===== config.mk =====
export PLATFORM = sky130hd
export DESIGN_NAME = instr_loader
export DESIGN_NICKNAME = d
export VERILOG_FILES = /design/src/rtl/instr_loader.sv
export SDC_FILE = /design/constraint.sdc
export NUM_CORES = 1
export LEC_CHECK = 0
export CORE_UTILIZATION = 63
export DETAILED_ROUTE_END_ITERATION = 7
export DONT_BUFFER_PORTS = 1
export GPL_ROUTABILITY_DRIVEN = 1
export GPL_TIMING_DRIVEN = 0
export HOLD_SLACK_MARGIN = 0.05
export PLACE_DENSITY = 0.83
export SLEW_MARGIN = 20
export SYNTH_ARGS = -nofsm -noshare
export SYNTH_HDL_FRONTEND = slang
export SYNTH_SLANG_ARGS = --single-unit

===== constraint.sdc =====
create_clock -name Clk -period 1.9 [get_ports Clk]
set_input_delay 0.38 -clock Clk [delete_from_list [all_inputs] [get_ports Clk]]
set_output_delay 0.38 -clock Clk [all_outputs]
set_load 0.02 [all_outputs]

===== src/rtl/instr_loader.sv =====
// instr_loader: writes a stream of instruction words into consecutive addresses of the
// instruction store, starting at a programmable base address.
//
// Optional feature: define INSTR_LOADER_CHECKSUM_EN to enable a trailing checksum word.
// The checksum is the sum of the data words modulo 2^DW. A mismatch is reported on ChkErr
// together with Done.
//
// Ports:
//   Clk, Reset             clock and synchronous active-high reset
//   Start                  load request, accepted in IDLE or DONE
//   BaseAddr, Length       first address and word count, captured on an accepted Start
//   InValid, InData        input word stream
//   InReady                the loader accepts a word this cycle
//   WrEn, WrAddr, WrData   registered instruction-memory write port
//   Busy, Done, ChkErr     load status
module instr_loader #(
  parameter int unsigned AW = 12,
  parameter int unsigned DW = 9
) (
  input  logic          Clk,
  input  logic          Reset,
  input  logic          Start,
  input  logic [AW-1:0] BaseAddr,
  input  logic [AW:0]   Length,
  input  logic          InValid,
  input  logic [DW-1:0] InData,
  output logic          InReady,
  output logic          WrEn,
  output logic [AW-1:0] WrAddr,
  output logic [DW-1:0] WrData,
  output logic          Busy,
  output logic          Done,
  output logic          ChkErr
);

`ifdef INSTR_LOADER_CHECKSUM_EN
  typedef enum logic [1:0] {StIdle, StLoad, StCheck, StDone} state_e;
`else
  typedef enum logic [1:0] {StIdle, StLoad, StDone} state_e;
`endif

  state_e        state_q, state_d;
  logic [AW-1:0] addr_q, addr_d;
  logic [AW:0]   cnt_q, cnt_d;
  logic          wr_en_q, wr_en_d;
  logic [AW-1:0] wr_addr_q, wr_addr_d;
  logic [DW-1:0] wr_data_q, wr_data_d;
  logic          xfer;

`ifdef INSTR_LOADER_CHECKSUM_EN
  logic [DW-1:0] sum_q, sum_d;
  logic          chk_err_q, chk_err_d;
  // Once every data word is loaded (or none were requested), the checksum word follows.
  localparam state_e StAfterData = StCheck;
  assign Busy   = (state_q == StLoad) || (state_q == StCheck);
  assign ChkErr = chk_err_q;
`else
  localparam state_e StAfterData = StDone;
  assign Busy   = (state_q == StLoad);
  assign ChkErr = 1'b0;
`endif

  assign InReady = Busy;
  assign Done    = (state_q == StDone);
  assign WrEn    = wr_en_q;
  assign WrAddr  = wr_addr_q;
  assign WrData  = wr_data_q;
  assign xfer    = InValid && InReady;

  always_comb begin
    state_d   = state_q;
    addr_d    = addr_q;
    cnt_d     = cnt_q;
    wr_en_d   = 1'b0;
    wr_addr_d = wr_addr_q;
    wr_data_d = wr_data_q;
`ifdef INSTR_LOADER_CHECKSUM_EN
    sum_d     = sum_q;
    chk_err_d = chk_err_q;
`endif
    case (state_q)
      StIdle, StDone: begin
        if (Start) begin
          addr_d  = BaseAddr;
          cnt_d   = Length;
`ifdef INSTR_LOADER_CHECKSUM_EN
          sum_d     = '0;
          chk_err_d = 1'b0;
`endif
          state_d = (Length == '0) ? StAfterData : StLoad;
        end
      end
      StLoad: begin
        if (xfer) begin
          wr_en_d   = 1'b1;
          wr_addr_d = addr_q;
          wr_data_d = InData;
          addr_d    = addr_q + AW'(1);  // wraps modulo 2^AW
          cnt_d     = cnt_q - (AW+1)'(1);
`ifdef INSTR_LOADER_CHECKSUM_EN
          sum_d     = sum_q + InData;
`endif
          if (cnt_q == (AW+1)'(1)) state_d = StAfterData;
        end
      end
`ifdef INSTR_LOADER_CHECKSUM_EN
      StCheck: begin
        if (xfer) begin
          chk_err_d = (InData != sum_q);
          state_d   = StDone;
        end
      end
`endif
      default: state_d = StIdle;
    endcase
  end

  always_ff @(posedge Clk) begin
    if (Reset) begin
      state_q   <= StIdle;
      addr_q    <= '0;
      cnt_q     <= '0;
      wr_en_q   <= 1'b0;
      wr_addr_q <= '0;
      wr_data_q <= '0;
`ifdef INSTR_LOADER_CHECKSUM_EN
      sum_q     <= '0;
      chk_err_q <= 1'b0;
`endif
    end else begin
      state_q   <= state_d;
      addr_q    <= addr_d;
      cnt_q     <= cnt_d;
      wr_en_q   <= wr_en_d;
      wr_addr_q <= wr_addr_d;
      wr_data_q <= wr_data_d;
`ifdef INSTR_LOADER_CHECKSUM_EN
      sum_q     <= sum_d;
      chk_err_q <= chk_err_d;
`endif
    end
  end

endmodule


==> out/results.ini <==
[detailed_routing]
wl_per_cell_um = 18.2
drt_iter0_drc = 319
drc = 0
viasPerCell = 6.48
wirelength_um = 6810
dr.pass1.iters = 5
ant_nets = 0
num_vias = 2425

[global_routing]
grt_pass1_vias = 2305
grt_max_degree = 15
grt.total_usage = 0.339
antenna_found_initial = 0
grt-ovfl-total = 0
grt_pass1_wl_um = 10800

[critical_path]
required_ns = 1.52
crit_type = reg -> out
reg2reg_from = cnt_q[0]$_SDFFE_PP0P_
r2r_end = cnt_q[12]$_SDFFE_PP0P_
path_common_cell = buf_4
crit_path_cell_trace = buf_2, nand2b_1, inv_1, buf_4, buf_4
startpoint_type = flip-flop
critPathArrivalTime_ns = 1.46
endpoint_kind = primary output
r2r_slack_ns = 0.11
cp_max_fo = 11
worstRegToRegCells = 6
crit_path_top_delay_cell = dfxtp_1
path_buf_inv = 4
cpLargestDelayFamily = buffers and inverters
slowest_delay_ns = 0.31

[sta]
setup_ws_ns = 0.0621
slew_headroom = 0.539
fmax_mhz = 544
finalSetupViolations = 0
tightest_slew_ns = 0.684
finalCritPeriodShare = 0.967
drv_slew = 0
fin_skew_ns = 0.00626
hold_viol = 0
min_period_ns = 1.84

[placed_design]
io_buffers = 0
place_ws_ns = 0.0556
place_congestion = 0.982
place_area_um2 = 2560
dpl.cell_count = 367
dp_hpwl_um = 4740

[cts]
cts_buffers = 5
cts_tree = yes
ctsHtreeMaxLevel = 2
clock_sinks = 49
clock_latency_ns = 0.31
cts_root_buf = clkbuf_8
cts_setup_buffers = 0
clkTransAtPathRegs_ns = 0.09
cts_buffer_depth = 2

[logic_synthesis]
synth_top_area_frac = 0.393
synth_fp_nets = 360
synth_flop_cell = dfxtp_1
yosysSeqAreaShare = 0.393
syn_inst = 319
ys_ff_latch = 49
yosys_warnings = 0
synth_edf_count = 0
yosys.area.top_type = dfxtp_1
synth_cell_types = 58
async_flop_share = 0
syn_area_um2 = 2500
syn_area_per_cell_um2 = 7.83
synth_area_leaders = dfxtp_1, nand2_1, a21oi_1

[worst_hold_path]
min_from = InData[8]
hold_class = in -> reg
whs_path_depth = 2
min_to = WrData[8]$_SDFFE_PP0P_

[floorplanning]
die_h_um = 65.0
start_util = 0.667
die_area_um2 = 4220
ioPinCount = 64
die-width_um = 65.0
rows = 22
core_area_um2 = 3740

[layout]
multi_input_area_um2 = 1390
finalNonFillerCells = 374
design_area_um2 = 2680
layout.nets = 367
num_antenna_cells = 0
fillCellCount = 319
drive_gt1_frac = 0.0890
syn2layout_area_growth_pct = 7.26
seqCellArea_um2 = 981

[power]
total_leakage_power_uw = 0.000919
power_density_nw_per_um2 = 895
ir_drop_uv = 549

[outcome]
outcome = finished, final reports clean

[flow_run]
max_cap_violations = 0

-- synthesized netlist by cell type (2+ instances only) --
| library cell | count |
|---|---|
| buf_2 | 8 |
| nor2_1 | 19 |
| nand2b_1 | 7 |
| a211oi_1 | 3 |
| nor4_1 | 5 |
| o32ai_1 | 3 |
| nand3b_1 | 3 |
| ha_1 | 3 |
| o21ai_0 | 18 |
| and3_1 | 2 |
| inv_1 | 8 |
| buf_1 | 2 |
| or4_1 | 4 |
| o221ai_1 | 2 |
| and2_1 | 5 |
| clkbuf_1 | 12 |
| nand3_1 | 7 |
| o2bb2ai_1 | 2 |
| nor2b_1 | 3 |
| nor3_1 | 12 |
| dfxtp_1 | 49 |
| nor3b_1 | 3 |
| buf_4 | 3 |
| a221oi_1 | 2 |
| a21oi_1 | 39 |
| nand2_1 | 54 |
| a2bb2oi_1 | 2 |
| a311oi_1 | 4 |
| a22oi_1 | 3 |
| o22ai_1 | 3 |
| or4_4 | 2 |
-- state kept, by name, indices dropped and copies added (netlist names) --
register and cells:
WrEn 1, WrAddr 12, state_q 2, WrData 9, cnt_q 13, addr_q 12
-- cells by family after synthesis --
| logic type | count (synthesis) | share of synthesized area |
|---|---|---|
| other cells | 1 | 0.00150 |
| fa+ha+maj | 3 | 0.0150 |
| xor+xnor | 1 | 0.00351 |
| buf+inv | 33 | 0.0581 |
| simple gates | 135 | 0.281 |
| flops | 49 | 0.393 |
| compound gates | 96 | 0.244 |
| mux | 1 | 0.00401 |
-- cell usage in the layout (no fill, tap or decap), types with 3 or more instances in the layout --
cell type,n
nor4_1,4
nor3_1,12
nand3b_1,3
buf_4,4
dfxtp_1,49
nor3b_1,3
a21oi_1,39
a211oi_1,3
nand2b_1,7
or4_1,4
inv_1,8
clkbuf_8,5
clkbuf_1,10
a311oi_1,4
nor2_1,19
o22ai_1,3
o32ai_1,3
nand3_1,7
nor2b_1,3
and2_1,5
ha_1,3
o21ai_0,18
buf_2,7
a22oi_1,3
nand2_1,54
-- per-stage QoR --
step	hold WS (ns)	TNS, ns	util	total power [uW]
after floorplan	0.445	0	-	1550
after global placement	0.459	0	0.683	1650
after detailed placement	0.469	0	0.683	1660
after CTS	0.198	0	0.712	2370
after global routing	0.202	-0.00867	0.716	2500
final	0.197	0	0.716	2400
-- timing repair --
action	in CTS	in global routing
endpoints found under the setup margin	1	11
resized for setup	1	6
hold buffers	0	0
-- worst max path at each step --
| stage | slack [ns] | cells after the start | from | endpoint |
|---|---|---|---|---|
| floorplan | 0.35 | 4 | Length[3] | state_q[0]$_SDFFE_PP0P_ |
| global placement | 0.06 | 4 | cnt_q[4]$_SDFFE_PP0P_ | cnt_q[8]$_SDFFE_PP0P_ |
| detailed placement | 0.06 | 4 | Reset | addr_q[6]$_SDFFE_PP0P_ |
| CTS | 0.05 | 4 | cnt_q[4]$_SDFFE_PP0P_ | cnt_q[8]$_SDFFE_PP0P_ |
| global route | -0.009 | 6 | cnt_q[1]$_SDFFE_PP0P_ | cnt_q[12]$_SDFFE_PP0P_ |
| finish | 0.06 | 5 | state_q[0]$_SDFFE_PP0P_ | InReady |
-- power by group --
part	internal, uW	switching (uW)	total [uW]
combinational	183	295	478
clock	383	344	727
sequential	1100	97.8	1190
-- area by class of cell --
cell class | count | area share
sequential | 49 | 0.366
multi-input combinational | 237 | 0.517
clock buffer | 5 | 0.0257
tap | 48 | 0.0224
buffer | 25 | 0.0448
inverter | 8 | 0.0112
clock inverter | 2 | 0.0131
-- per-layer routing --
layer	vias up	share of wire	routed length [um]	GRT usage
li1	1158	-	-	-
met1	1112	0.40	2710	0.410
met2	142	0.48	3260	0.555
met3	13	0.11	717	0.0933
met4	0	0.017	114	0.156
met5	-	0	0	0
Power figures use the tool's default switching activity.
